File: config.mk
export PLATFORM = sky130hd
export DESIGN_NAME = multicycle_sequencer
export DESIGN_NICKNAME = d
export VERILOG_FILES = /design/src/rtl/multicycle_sequencer.sv
export SDC_FILE = /design/constraint.sdc
export NUM_CORES = 1
export LEC_CHECK = 0
export BUFFER_PORTS_ARGS = -buffer_cell sky130_fd_sc_hd__buf_2
export CORE_UTILIZATION = 40
export CTS_CLUSTER_DIAMETER = 200
export DETAILED_ROUTE_END_ITERATION = 10
export PLACE_DENSITY_LB_ADDON = 0.2
export SLEW_MARGIN = 10
export SYNTH_ARGS = -nofsm -noshare
export SYNTH_HDL_FRONTEND = slang
export SYNTH_SLANG_ARGS = --single-unit
File: constraint.sdc
create_clock -name clk -period 2.1 [get_ports clk]
set_input_delay 0.105 -clock clk [delete_from_list [all_inputs] [get_ports clk]]
set_output_delay 0.105 -clock clk [all_outputs]
set_load 0.05 [all_outputs]
File: src/rtl/multicycle_sequencer.sv
// Multi-cycle control FSM: steps the datapath through FETCH, DECODE, EXEC, MEM and WB,
// handshaking with instruction/data memory and retiring each instruction exactly once.
module multicycle_sequencer #(
  parameter int          CNT_W      = 16,
  parameter int          WAIT_LIMIT = 15,
  parameter logic [5:0]  SUB_FUNCT  = 6'b100010
) (
  input  logic             clk,
  input  logic             Reset,
  input  logic [5:0]       Opcode,
  input  logic [5:0]       Funct,
  input  logic             imem_ack,
  input  logic             dmem_ack,
  output logic             imem_req,
  output logic             dmem_req,
  output logic             ir_load,
  output logic             pc_en,
  output logic             Reg_write,
  output logic             ALU_op,
  output logic             ALU_src,
  output logic             Writeback_src,
  output logic             halted,
  output logic             fault,
  output logic             illegal,
  output logic [CNT_W-1:0] retired_count,
  output logic [2:0]       state
);

  typedef enum logic [2:0] {
    S_FETCH  = 3'd0,
    S_DECODE = 3'd1,
    S_EXEC   = 3'd2,
    S_MEM    = 3'd3,
    S_WB     = 3'd4,
    S_HALT   = 3'd5,
    S_FAULT  = 3'd6
  } state_t;

  typedef enum logic [1:0] {
    C_NOP   = 2'd0,
    C_RTYPE = 2'd1,
    C_ADDI  = 2'd2,
    C_LOAD  = 2'd3
  } cls_t;

  localparam logic [5:0] OP_RTYPE = 6'b000000;
  localparam logic [5:0] OP_ADDI  = 6'b001000;
  localparam logic [5:0] OP_LOAD  = 6'b100011;
  localparam logic [5:0] OP_HALT  = 6'b111111;
  localparam logic [7:0] LIMIT    = 8'(WAIT_LIMIT);

  state_t           r_state;
  cls_t             r_cls;
  logic [7:0]       r_wait;
  logic             r_illegal;
  logic             r_alu_op;
  logic             r_alu_src;
  logic             r_wb_src;
  logic [CNT_W-1:0] r_retired;
  logic             w_wait_hit;

  // r_wait holds the cycles already spent waiting; the current cycle is r_wait+1.
  assign w_wait_hit = ((r_wait + 8'd1) == LIMIT);

  always_ff @(posedge clk or negedge Reset) begin
    if (!Reset) begin
      r_state   <= S_FETCH;
      r_cls     <= C_NOP;
      r_wait    <= 8'd0;
      r_illegal <= 1'b0;
      r_alu_op  <= 1'b0;
      r_alu_src <= 1'b0;
      r_wb_src  <= 1'b0;
      r_retired <= '0;
    end else begin
      case (r_state)
        S_FETCH: begin
          if (imem_ack)        r_state <= S_DECODE;
          else if (w_wait_hit) r_state <= S_FAULT;
          else                 r_wait  <= r_wait + 8'd1;
        end
        S_DECODE: begin
          r_state <= S_EXEC;
          case (Opcode)
            OP_RTYPE: begin
              r_cls     <= C_RTYPE;
              r_alu_src <= 1'b0;
              r_wb_src  <= 1'b0;
              r_alu_op  <= (Funct == SUB_FUNCT);
            end
            OP_ADDI: begin
              r_cls     <= C_ADDI;
              r_alu_src <= 1'b1;
              r_wb_src  <= 1'b0;
              r_alu_op  <= 1'b0;
            end
            OP_LOAD: begin
              r_cls     <= C_LOAD;
              r_alu_src <= 1'b1;
              r_wb_src  <= 1'b1;
              r_alu_op  <= 1'b0;
            end
            OP_HALT: r_state <= S_HALT;
            default: begin
              r_cls     <= C_NOP;
              r_illegal <= 1'b1;
              r_alu_src <= 1'b0;
              r_wb_src  <= 1'b0;
              r_alu_op  <= 1'b0;
            end
          endcase
        end
        S_EXEC: begin
          r_wait <= 8'd0;
          if (r_cls == C_LOAD) r_state <= S_MEM;
          else                 r_state <= S_WB;
        end
        S_MEM: begin
          if (dmem_ack)        r_state <= S_WB;
          else if (w_wait_hit) r_state <= S_FAULT;
          else                 r_wait  <= r_wait + 8'd1;
        end
        S_WB: begin
          r_retired <= r_retired + CNT_W'(1);
          r_wait    <= 8'd0;
          r_state   <= S_FETCH;
        end
        S_HALT:  r_state <= S_HALT;
        S_FAULT: r_state <= S_FAULT;
        default: r_state <= S_FAULT;
      endcase
    end
  end

  // Reset forces FETCH, so only the FETCH strobes need explicit gating by Reset.
  assign imem_req      = Reset & (r_state == S_FETCH);
  assign ir_load       = imem_req & imem_ack;
  assign dmem_req      = (r_state == S_MEM);
  assign pc_en         = (r_state == S_WB);
  assign Reg_write     = (r_state == S_WB) & (r_cls != C_NOP);
  assign ALU_op        = r_alu_op;
  assign ALU_src       = r_alu_src;
  assign Writeback_src = r_wb_src;
  assign halted        = (r_state == S_HALT) | (r_state == S_FAULT);
  assign fault         = (r_state == S_FAULT);
  assign illegal       = r_illegal;
  assign retired_count = r_retired;
  assign state         = r_state;

endmodule

== After elaboration in Yosys (flattened, before gate mapping) ==
Index checks and enable logic that the tools add are counted.

* Bits in registers: 33
* Input port bits: 16
* Output and inout port bits: 30

* Add/subtract/negate cells: 2
* Eq/ne operators: 14
* Multiplexer cells: 14
* Bitwise logic cells: 6
* Reductions and logical operators: 10

{| class="wikitable"
|+ Operator list
! kind !! count
|-
| $mux 8 || 3
|-
| $pmux 8 s3 || 1
|-
| $eq 6x6->1 const B || 3
|-
| $pmux 3 s6 || 1
|-
| $add 16x1->16 const B || 1
|-
| $mux 3 || 5
|-
| $eq 3x3->1 const B || 3
|-
| $add 8x1->8 const B || 1
|-
| $eq 8x4->1 const B || 1
|-
| $pmux 2 s4 || 1
|-
| $eq 3x2->1 const B || 2
|-
| $eq 6x4->1 const B || 1
|-
| $logic_not 6->1 || 1
|-
| $pmux 1 s2 || 3
|-
| $ne 2x2->1 const B || 2
|-
| $reduce_and 2->1 || 2
|-
| $reduce_or 2->1 || 2
|-
| $reduce_or 4->1 || 1
|-
| $and 1x1->1 || 3
|-
| $eq 3x1->1 const B || 1
|-
| $logic_not 3->1 || 1
|-
| $reduce_and 3->1 || 1
|-
| $reduce_bool 3->1 || 1
|-
| $eq 2x2->1 const B || 1
|-
| 3 further kinds || 4
|}

== Logic depth before layout (Yosys ltp) ==
Gate-level depths: netlist of run 1.

* Depth in word-level cells: 5
* Mapped depth: 6

== Worst setup path before layout of run 1 ==
OpenSTA, ideal clock, no wires.

* Path type: register to output
* Start point: register r_state[2], in the netlist state[2]
* End point: output port ir_load
* Data arrival time: 3.260 ns
* Data required time: 1.995 ns
* Path slack: -1.265 ns
* Cell stages (with the launch flop): 5
* Path buffers: 2
* Cell sequence: dfrtp_1 buf_2 clkbuf_1 nor4b_1 and2_1

* Longest elaborated chain between the ends: 3

{| class="wikitable"
|+ RTL lines
! what !! RTL line !! source
|-
| start: declaration || 52 || <nowiki>state_t r_state;</nowiki>
|-
| start signal: assignment || 67 || <nowiki>r_state <= S_FETCH;</nowiki>
|-
| start signal: assignment || 78 || <nowiki>if (imem_ack) r_state <= S_DECODE;</nowiki>
|-
| start signal: assignment || 79 || <nowiki>else if (w_wait_hit) r_state <= S_FAULT;</nowiki>
|-
| $logic_not 3->1 || 136 || <nowiki>assign imem_req = Reset & (r_state == S_FETCH);</nowiki>
|-
| $and 1x1->1 || 136 ||
|-
| named net imem_req || 14 || <nowiki>output logic imem_req,</nowiki>
|-
| $and 1x1->1 || 137 || <nowiki>assign ir_load = imem_req & imem_ack;</nowiki>
|-
| end: declaration || 16 || <nowiki>output logic ir_load,</nowiki>
|}

The timed path passes the listed nets, and every way through them passes these cells.

== Final worst setup path of run 1 ==
* Start point: register r_state[1], in the netlist state[1]
* End point: register r_wait[5]

* Longest elaborated chain between the ends: 4
* Elaborated cells between the ends (all ways): 10

{| class="wikitable"
|+ RTL lines
! what !! RTL line !! source
|-
| $eq 3x3->1 or $eq 3x2->1 (tied branches) || 76 || <nowiki>case (r_state)</nowiki>
|-
| $reduce_or 2->1 (no line) || - ||
|-
| $reduce_bool 3->1 (no line) || - ||
|-
| $reduce_and 3->1 (no line) || - ||
|-
| end signal: assignment || 80 || <nowiki>else r_wait <= r_wait + 8'd1;</nowiki>
|-
| end signal: assignment || 121 || <nowiki>else r_wait <= r_wait + 8'd1;</nowiki>
|-
| end: declaration || 54 || <nowiki>logic [7:0] r_wait;</nowiki>
|}

Parallel ways exist; a longest one is shown, timed or not.
A chain may end at the register's enable or synchronous reset.

==> out/qor.csv, run 1 <==
stage,metric,value,unit
run_status,status,completed,
cts,clk_latency,280,ps
placement,dpl.cell_count,262,
global_routing,grt_pass1_vias,1439,
die,die_x,67.6,um
routing,vias,1501,
setup_path,r2r-start,state[1]$_DFF_PN0_,
sta,fmax,0.544,GHz
routing,drtPass1Iterations,4,
logic_synthesis,synthesis.area,1720,um^2
global_routing,grt_remaining_overflow,0,
placement,portBuffers,45,
setup_path,regToRegSetupSlack,260,ps
setup_path,endpoint_kind,register,
placement,place_hpwl,2.81,mm
worst_hold_path,min_path_cells,3,
die,dieArea,4570,um^2
setup_path,reg2reg_depth,4,
setup_path,cpPeakStageDelay,520,ps
final_layout,multi_input_area,890,um^2
routing,drc,0,
setup_path,cp_data_arrival_time,2030,ps
final_layout,fin_cells,271,
final_layout,num-nets-final,239,
routing,drt-initial-drc-count,62,
sta,period_needed,1840,ps
setup_path,cp_cell_sequence,or3_4 > a21o_1 > or4_1 > a21oi_1,
sta,post-route-period-util,0.875,
cts,cts-root-buf,clkbuf_8,
logic_synthesis,synth.avg_cell_area,10.2,um^2
sta,finalHoldViolations,0,
cts,cts_tree,done,
logic_synthesis,synth_seq_cells,32,
routing,routedWlPerCell,14.1,um
global_routing,grt_pass1_wl,6.34,mm
die,fp.coreArea,4060,um^2
logic_synthesis,synth.distinct_cells,43,
global_routing,antenna_found_initial,0,
routing,via_per_inst,5.54,
final_layout,n_antenna_cell,0,
power_and_ir_drop,switching_share,0.470,
final_layout,fillers,377,
worst_hold_path,min_from,Funct[4],
global_routing,grt_util_all_layers,0.190,
setup_path,slowest_stage,or4_1,
cts,clockBufferDepth,2,
die,initial_utilization,0.424,
worst_hold_path,hold_path.class,in2reg,
cts,htree_levels,2,
routing,ant_nets,0,
logic_synthesis,yosysWarningCount,0,
logic_synthesis,synth_nets,188,
routing,drt-total-wl,3.82,mm
logic_synthesis,synth-async-reset-ratio,1.00,
setup_path,crit_fanout,8,
power_and_ir_drop,p_leak,1.05,nW
setup_path,crit_path_start_kind,register,
final_layout,fin_util,0.526,
logic_synthesis,ys_dominant_reg_cell,dfrtp_1,
die,rows,23,
sta,layout_setup_ws,262,ps
logic_synthesis,ys_seq_area_frac,0.465,
sta,holdWs,181,ps
final_layout,seqCellArea,803,um^2
run,drv_cap,0,
sta,tightest_slew,535,ps
final_layout,drive_gt1_frac,0.285,
power_and_ir_drop,p_switching,1.27,mW
sta,relSlewSlack,0.642,
final_layout,areaGrowthSynthToFinish,24.0,%
placement,gp_congestion,0.822,
logic_synthesis,synth_edf_count,0,
cts,cts_setup_buffers,0,
power_and_ir_drop,power_density,1260,nW/um^2
cts,clkTransAtPathRegs,70,ps
sta,worst_clock_skew,4.35,ps
power_and_ir_drop,power_report.internal_total,1.43,mW
setup_path,crit_type,reg2reg,
placement,place_ws,286,ps
power_and_ir_drop,vdd_ir_drop_max,0.000569,V
setup_path,worst_r2r_endpoint,r_wait[5]$_DFFE_PN0P_,
power_and_ir_drop,seq_power_share,0.344,
cts,cts_num_sinks,32,
global_routing,grt_max_degree,33,
worst_hold_path,worstHoldEndpoint,ALU_op$_DFFE_PN0P_,
setup_path,crit_required,2300,ps
die,num_io_pins,46,
logic_synthesis,postSynthCellCount,169,
sta,slew_viol_final,0,
die,die-height,67.6,um
cts,cts_made_buffers,5,
sta,setup-violations-final,0,
power_and_ir_drop,clkPwrFrac,0.180,
sta,rsz0062_at_grt,no,
power_and_ir_drop,combPwrFrac,0.476,
## sequential cells by signal, indices dropped and copies added (netlist names)
register	flops
Writeback_src	1
illegal	1
r_cls	2
retired_count	16
state	3
ALU_op	1
r_wait	8
## layout make-up
| type | count | area share |
|---|---|---|
| clock buffer | 8 | 0.0422 |
| inverter | 6 | 0.0106 |
| multi-input combinational | 125 | 0.417 |
| sequential | 32 | 0.377 |
| tap | 50 | 0.0293 |
| timing repair buffer | 50 | 0.124 |
## synth_stat cells (3+ instances only)
master	n	area [um^2]
nor2_1	6	22.5
o21ai_0	3	15.0
a21oi_1	10	50.1
dfrtp_1	32	801
nand3_1	11	55.1
nand4_1	7	43.8
or4_1	5	37.5
and4_1	3	26.3
and3_1	4	25.0
o31ai_1	4	30.0
nand2_1	10	37.5
clkbuf_1	5	18.8
ha_1	3	37.5
o21a_1	4	30.0
inv_1	6	22.5
nor2b_1	5	31.3
xor2_1	4	35.0
xnor2_1	14	123
## placed cells by master (no fill, tap or decap), drive strengths merged, types with 5 or more instances in the layout
cell    netlist  final
nor2          6      6
xnor2        14     14
inv           6      6
a21oi        10     10
buf           1     49
nand3        11     11
nand2        10     10
dfrtp        32     32
nand4         7      7
nor2b         5      5
or4           5      5
clkbuf        5      8
## metrics by stage
step / total power [mW] / setup TNS, ps / area [um^2]
after floorplan: 1.91 / -79.9 / 1750
after global placement: 2.19 / 0 / 2030
after detailed placement: 2.22 / 0 / 2030
after CTS: 2.72 / 0 / 2130
after global routing: 2.86 / 0 / 2130
final: 2.69 / 0 / 2130
## power by group through the flow
stage	Combinational [mW]	Clock, mW	Sequential (mW)
2_1_floorplan	0.707	0	1.20
3_3_place_gp	1.26	0	0.923
3_5_place_dp	1.28	0	0.933
4_1_cts	1.30	0.501	0.923
5_1_grt	1.39	0.526	0.953
6_report	1.28	0.483	0.926
## critical path, delay by kind of cell (launching register included)
| kind | cells | cell delay [ps] |
|---|---|---|
| AND/OR/NAND/NOR | 2 | 930 |
| flip-flops | 1 | 390 |
| AO/OA/AOI/OAI | 2 | 440 |
## metal layers
| metal | track usage | part of all wire |
|---|---|---|
| met1 | 0.224 | 0.45 |
| met2 | 0.324 | 0.49 |
| met3 | 0.0372 | 0.051 |
| met4 | 0.0984 | 0.015 |
| met5 | 0 | 0 |
## cell families after synthesis
family                     share of synthesized area
buffers and inverters                         0.0269
DFF                                            0.465
xor gates and xnor gates                      0.0916
and+or+nand+nor                                0.230
muxes                                         0.0124
adders and majority gates                     0.0218
AOI/OAI and AO/OA                              0.152
## worst max path at each step
stage | from | end | slack [ps] | cells after the start
2_1_floorplan | state[2]$_DFF_PN0_ | retired_count[15]$_DFFE_PN0P_ | -30 | 6
3_3_place_gp | state[0]$_DFF_PN0_ | r_wait[7]$_DFFE_PN0P_ | 370 | 4
3_5_place_dp | state[1]$_DFF_PN0_ | r_wait[5]$_DFFE_PN0P_ | 290 | 4
4_1_cts | state[1]$_DFF_PN0_ | r_wait[5]$_DFFE_PN0P_ | 270 | 4
5_1_grt | state[1]$_DFF_PN0_ | r_wait[5]$_DFFE_PN0P_ | 180 | 5
6_report | state[1]$_DFF_PN0_ | r_wait[5]$_DFFE_PN0P_ | 260 | 4
## timing repair
item	in CTS	in global routing
hold endpoints to repair	32	0
hold buffers	1	0
gates resized for setup	0	0
Power figures use the tool's default switching activity.
==> run 2: changes to the inputs <==
--- a/config.mk
+++ b/config.mk
@@ -10,6 +10,7 @@
 export CTS_CLUSTER_DIAMETER = 200
 export DETAILED_ROUTE_END_ITERATION = 10
 export PLACE_DENSITY_LB_ADDON = 0.2
+export REMOVE_ABC_BUFFERS = 1
 export SLEW_MARGIN = 10
 export SYNTH_ARGS = -nofsm -noshare
 export SYNTH_HDL_FRONTEND = slang
==> run 2 against run 1 <==
Clock skew hardly changed. Sequential power decreased by 2%. Global-route usage is 1.6 points lower. Critical path depth stayed put. Hold slack improved by 8.3 ps. Final cell count rose by 0.37%. Count of clock-buffer cells in the layout decreased by 2. Sequential cell count did not move. Die area is the same.
==> out/qor.csv, run 2 (synthesized netlist as in run 1, its figures left out) <==
stage,metric,value,unit,change
cts,clockBufferDepth,2,,unchanged
cts,cts_setup_buffers,0,,unchanged
sta,holdWs,189,ps,was 181 ps
cts,cts_made_buffers,5,,unchanged
sta,post-route-period-util,0.853,,was 0.875
setup_path,reg2reg_depth,4,,unchanged
die,num_io_pins,46,,unchanged
sta,tightest_slew,504,ps,was 535 ps
final_layout,n_antenna_cell,0,,unchanged
placement,dpl.cell_count,263,,was 262
placement,gp_congestion,0.818,,was 0.822
routing,drt-initial-drc-count,39,,was 62
placement,place_ws,312,ps,was 286 ps
sta,relSlewSlack,0.663,,was 0.642
power_and_ir_drop,power_density,1290,nW/um^2,was 1260 nW/um^2
worst_hold_path,min_path_cells,3,,unchanged
sta,layout_setup_ws,308,ps,was 262 ps
final_layout,fin_area,2140,um^2,was 2130 um^2
worst_hold_path,hold_path.class,in2reg,,unchanged
die,dieArea,4570,um^2,unchanged
routing,vias,1448,,was 1501
cts,ctsResizeCount,0,,unchanged
cts,cts_num_sinks,32,,unchanged
setup_path,crit_required,2300,ps,about the same
global_routing,grt_util_all_layers,0.174,,was 0.190
sta,fmax,0.558,GHz,was 0.544 GHz
die,fp.coreArea,4060,um^2,unchanged
power_and_ir_drop,seq_power_share,0.329,,was 0.344
power_and_ir_drop,clkPwrFrac,0.209,,was 0.180
cts,htree_levels,2,,unchanged
setup_path,r2r-start,state[1]$_DFF_PN0_,,unchanged
setup_path,startpoint,state[1]$_DFF_PN0_,,unchanged
routing,via_per_inst,5.32,,was 5.54
sta,setup-violations-final,0,,unchanged
routing,routedWlPerCell,13.1,um,was 14.1 um
final_layout,drive_gt1_frac,0.275,,was 0.285
run_status,status,completed,,unchanged
placement,place_area,2020,um^2,was 2030 um^2
die,die-height,67.6,um,unchanged
power_and_ir_drop,combPwrFrac,0.463,,was 0.476
routing,drt-total-wl,3.56,mm,was 3.82 mm
run,drv_cap,0,,unchanged
final_layout,num-nets-final,240,,was 239
sta,slew_viol_final,0,,unchanged
global_routing,grt_pass1_vias,1332,,was 1439
sta,period_needed,1790,ps,was 1840 ps
sta,tns,0,ps,unchanged
setup_path,cp_data_arrival_time,1990,ps,was 2030 ps
power_and_ir_drop,p_leak,1.06,nW,was 1.05 nW
cts,clk_latency,280,ps,about the same
power_and_ir_drop,power_report.internal_total,1.51,mW,was 1.43 mW
cts,clkTransAtPathRegs,70,ps,about the same
routing,ant_nets,0,,unchanged
sta,worst_clock_skew,3.92,ps,was 4.35 ps
die,rows,23,,unchanged
sta,finalHoldViolations,0,,unchanged
die,die_x,67.6,um,unchanged
sta,rsz0062_at_grt,no,,unchanged
power_and_ir_drop,vdd_ir_drop_max,0.000649,V,was 0.000569 V
cts,cts_tree,done,,unchanged
setup_path,crit_path_start_kind,register,,unchanged
setup_path,worst_r2r_endpoint,r_wait[6]$_DFFE_PN0P_,,was r_wait[5]$_DFFE_PN0P_
setup_path,crit_type,reg2reg,,unchanged
setup_path,endpoint_kind,register,,unchanged
placement,place_hpwl,2.59,mm,was 2.81 mm
placement,portBuffers,45,,unchanged
final_layout,largest_reg_flops,16,,unchanged
setup_path,regToRegSetupSlack,310,ps,was 260 ps
final_layout,areaGrowthSynthToFinish,24.4,%,was 24.0%
final_layout,fin_cells,272,,was 271
global_routing,grt_remaining_overflow,0,,unchanged
final_layout,final_common_cell,buf_2,,unchanged
power_and_ir_drop,p_total,2.76,mW,was 2.69 mW
global_routing,grt_max_degree,33,,unchanged
global_routing,antenna_found_initial,0,,unchanged
setup_path,crit_fanout,8,,unchanged
cts,cts-root-buf,clkbuf_8,,unchanged
power_and_ir_drop,p_switching,1.25,mW,was 1.27 mW
worst_hold_path,min_from,Funct[4],,unchanged
routing,drc,0,,unchanged
final_layout,final_cell_mix,"45 x buf_2, 32 x dfrtp_1, 14 x xnor2_1",,"was 45 x buf_2, 30 x dfrtp_1, 14 x xnor2_1"
die,initial_utilization,0.424,,unchanged
power_and_ir_drop,switching_share,0.453,,was 0.470
final_layout,fin_util,0.527,,was 0.526
global_routing,grt_pass1_wl,5.95,mm,was 6.34 mm
worst_hold_path,worstHoldEndpoint,ALU_op$_DFFE_PN0P_,,unchanged
routing,drtPass1Iterations,4,,unchanged
==> run 2: worst max-delay path by stage <==
| stage | to | slack [ps] | cells past startpoint |
|---|---|---|---|
| after CTS | Reg_write | 280 | 4 |
| after global routing | Reg_write | 190 | 4 |
| final | r_wait[6]$_DFFE_PN0P_ | 310 | 4 |
| after global placement | r_wait[5]$_DFFE_PN0P_ | 360 | 4 |
| after floorplan | ir_load | -1120 | 2 |
| after detailed placement | r_wait[7]$_DFFE_PN0P_ | 310 | 4 |
==> run 2: timing repair <==
action                                  in CTS  in global routing
endpoints found under the hold margin       32                  0
hold buffers                                 1                  0
endpoints found under the setup margin       0                  0
==> run 2: area by class of cell <==
class	instances	area (um^2)
Timing Repair Buffer	51	273
Sequential cell	32	801
Multi-Input combinational cell	125	873
Inverter	6	22.5
Tap cell	50	62.6
Clock buffer	6	72.6
Fill cell	376	1920
Clock inverter	2	35.0
==> run 2: critical path, stage by stage (launching register included) <==
cell     delay [ps]
dfrtp_1         380
or3_4           400
a21o_1          270
or4_1           520
a21oi_1         150
==> run 2: power by group through the flow <==
stage                     Sequential, mW  Combinational [mW]  Clock, mW
after global placement             0.917                1.27          0
after floorplan                     1.25               0.604          0
after global routing               0.936                1.38      0.621
after detailed placement           0.920                1.28          0
after CTS                          0.909                1.29      0.594
final                              0.906                1.27      0.575
==> run 2: per-layer routing <==
metal  GRT usage  vias up  share of wire
li1            -      731              -
met4      0.0505        0          0.011
met2       0.272       37           0.44
met5           0        -              0
met1       0.231      675           0.50
met3      0.0507        5          0.048
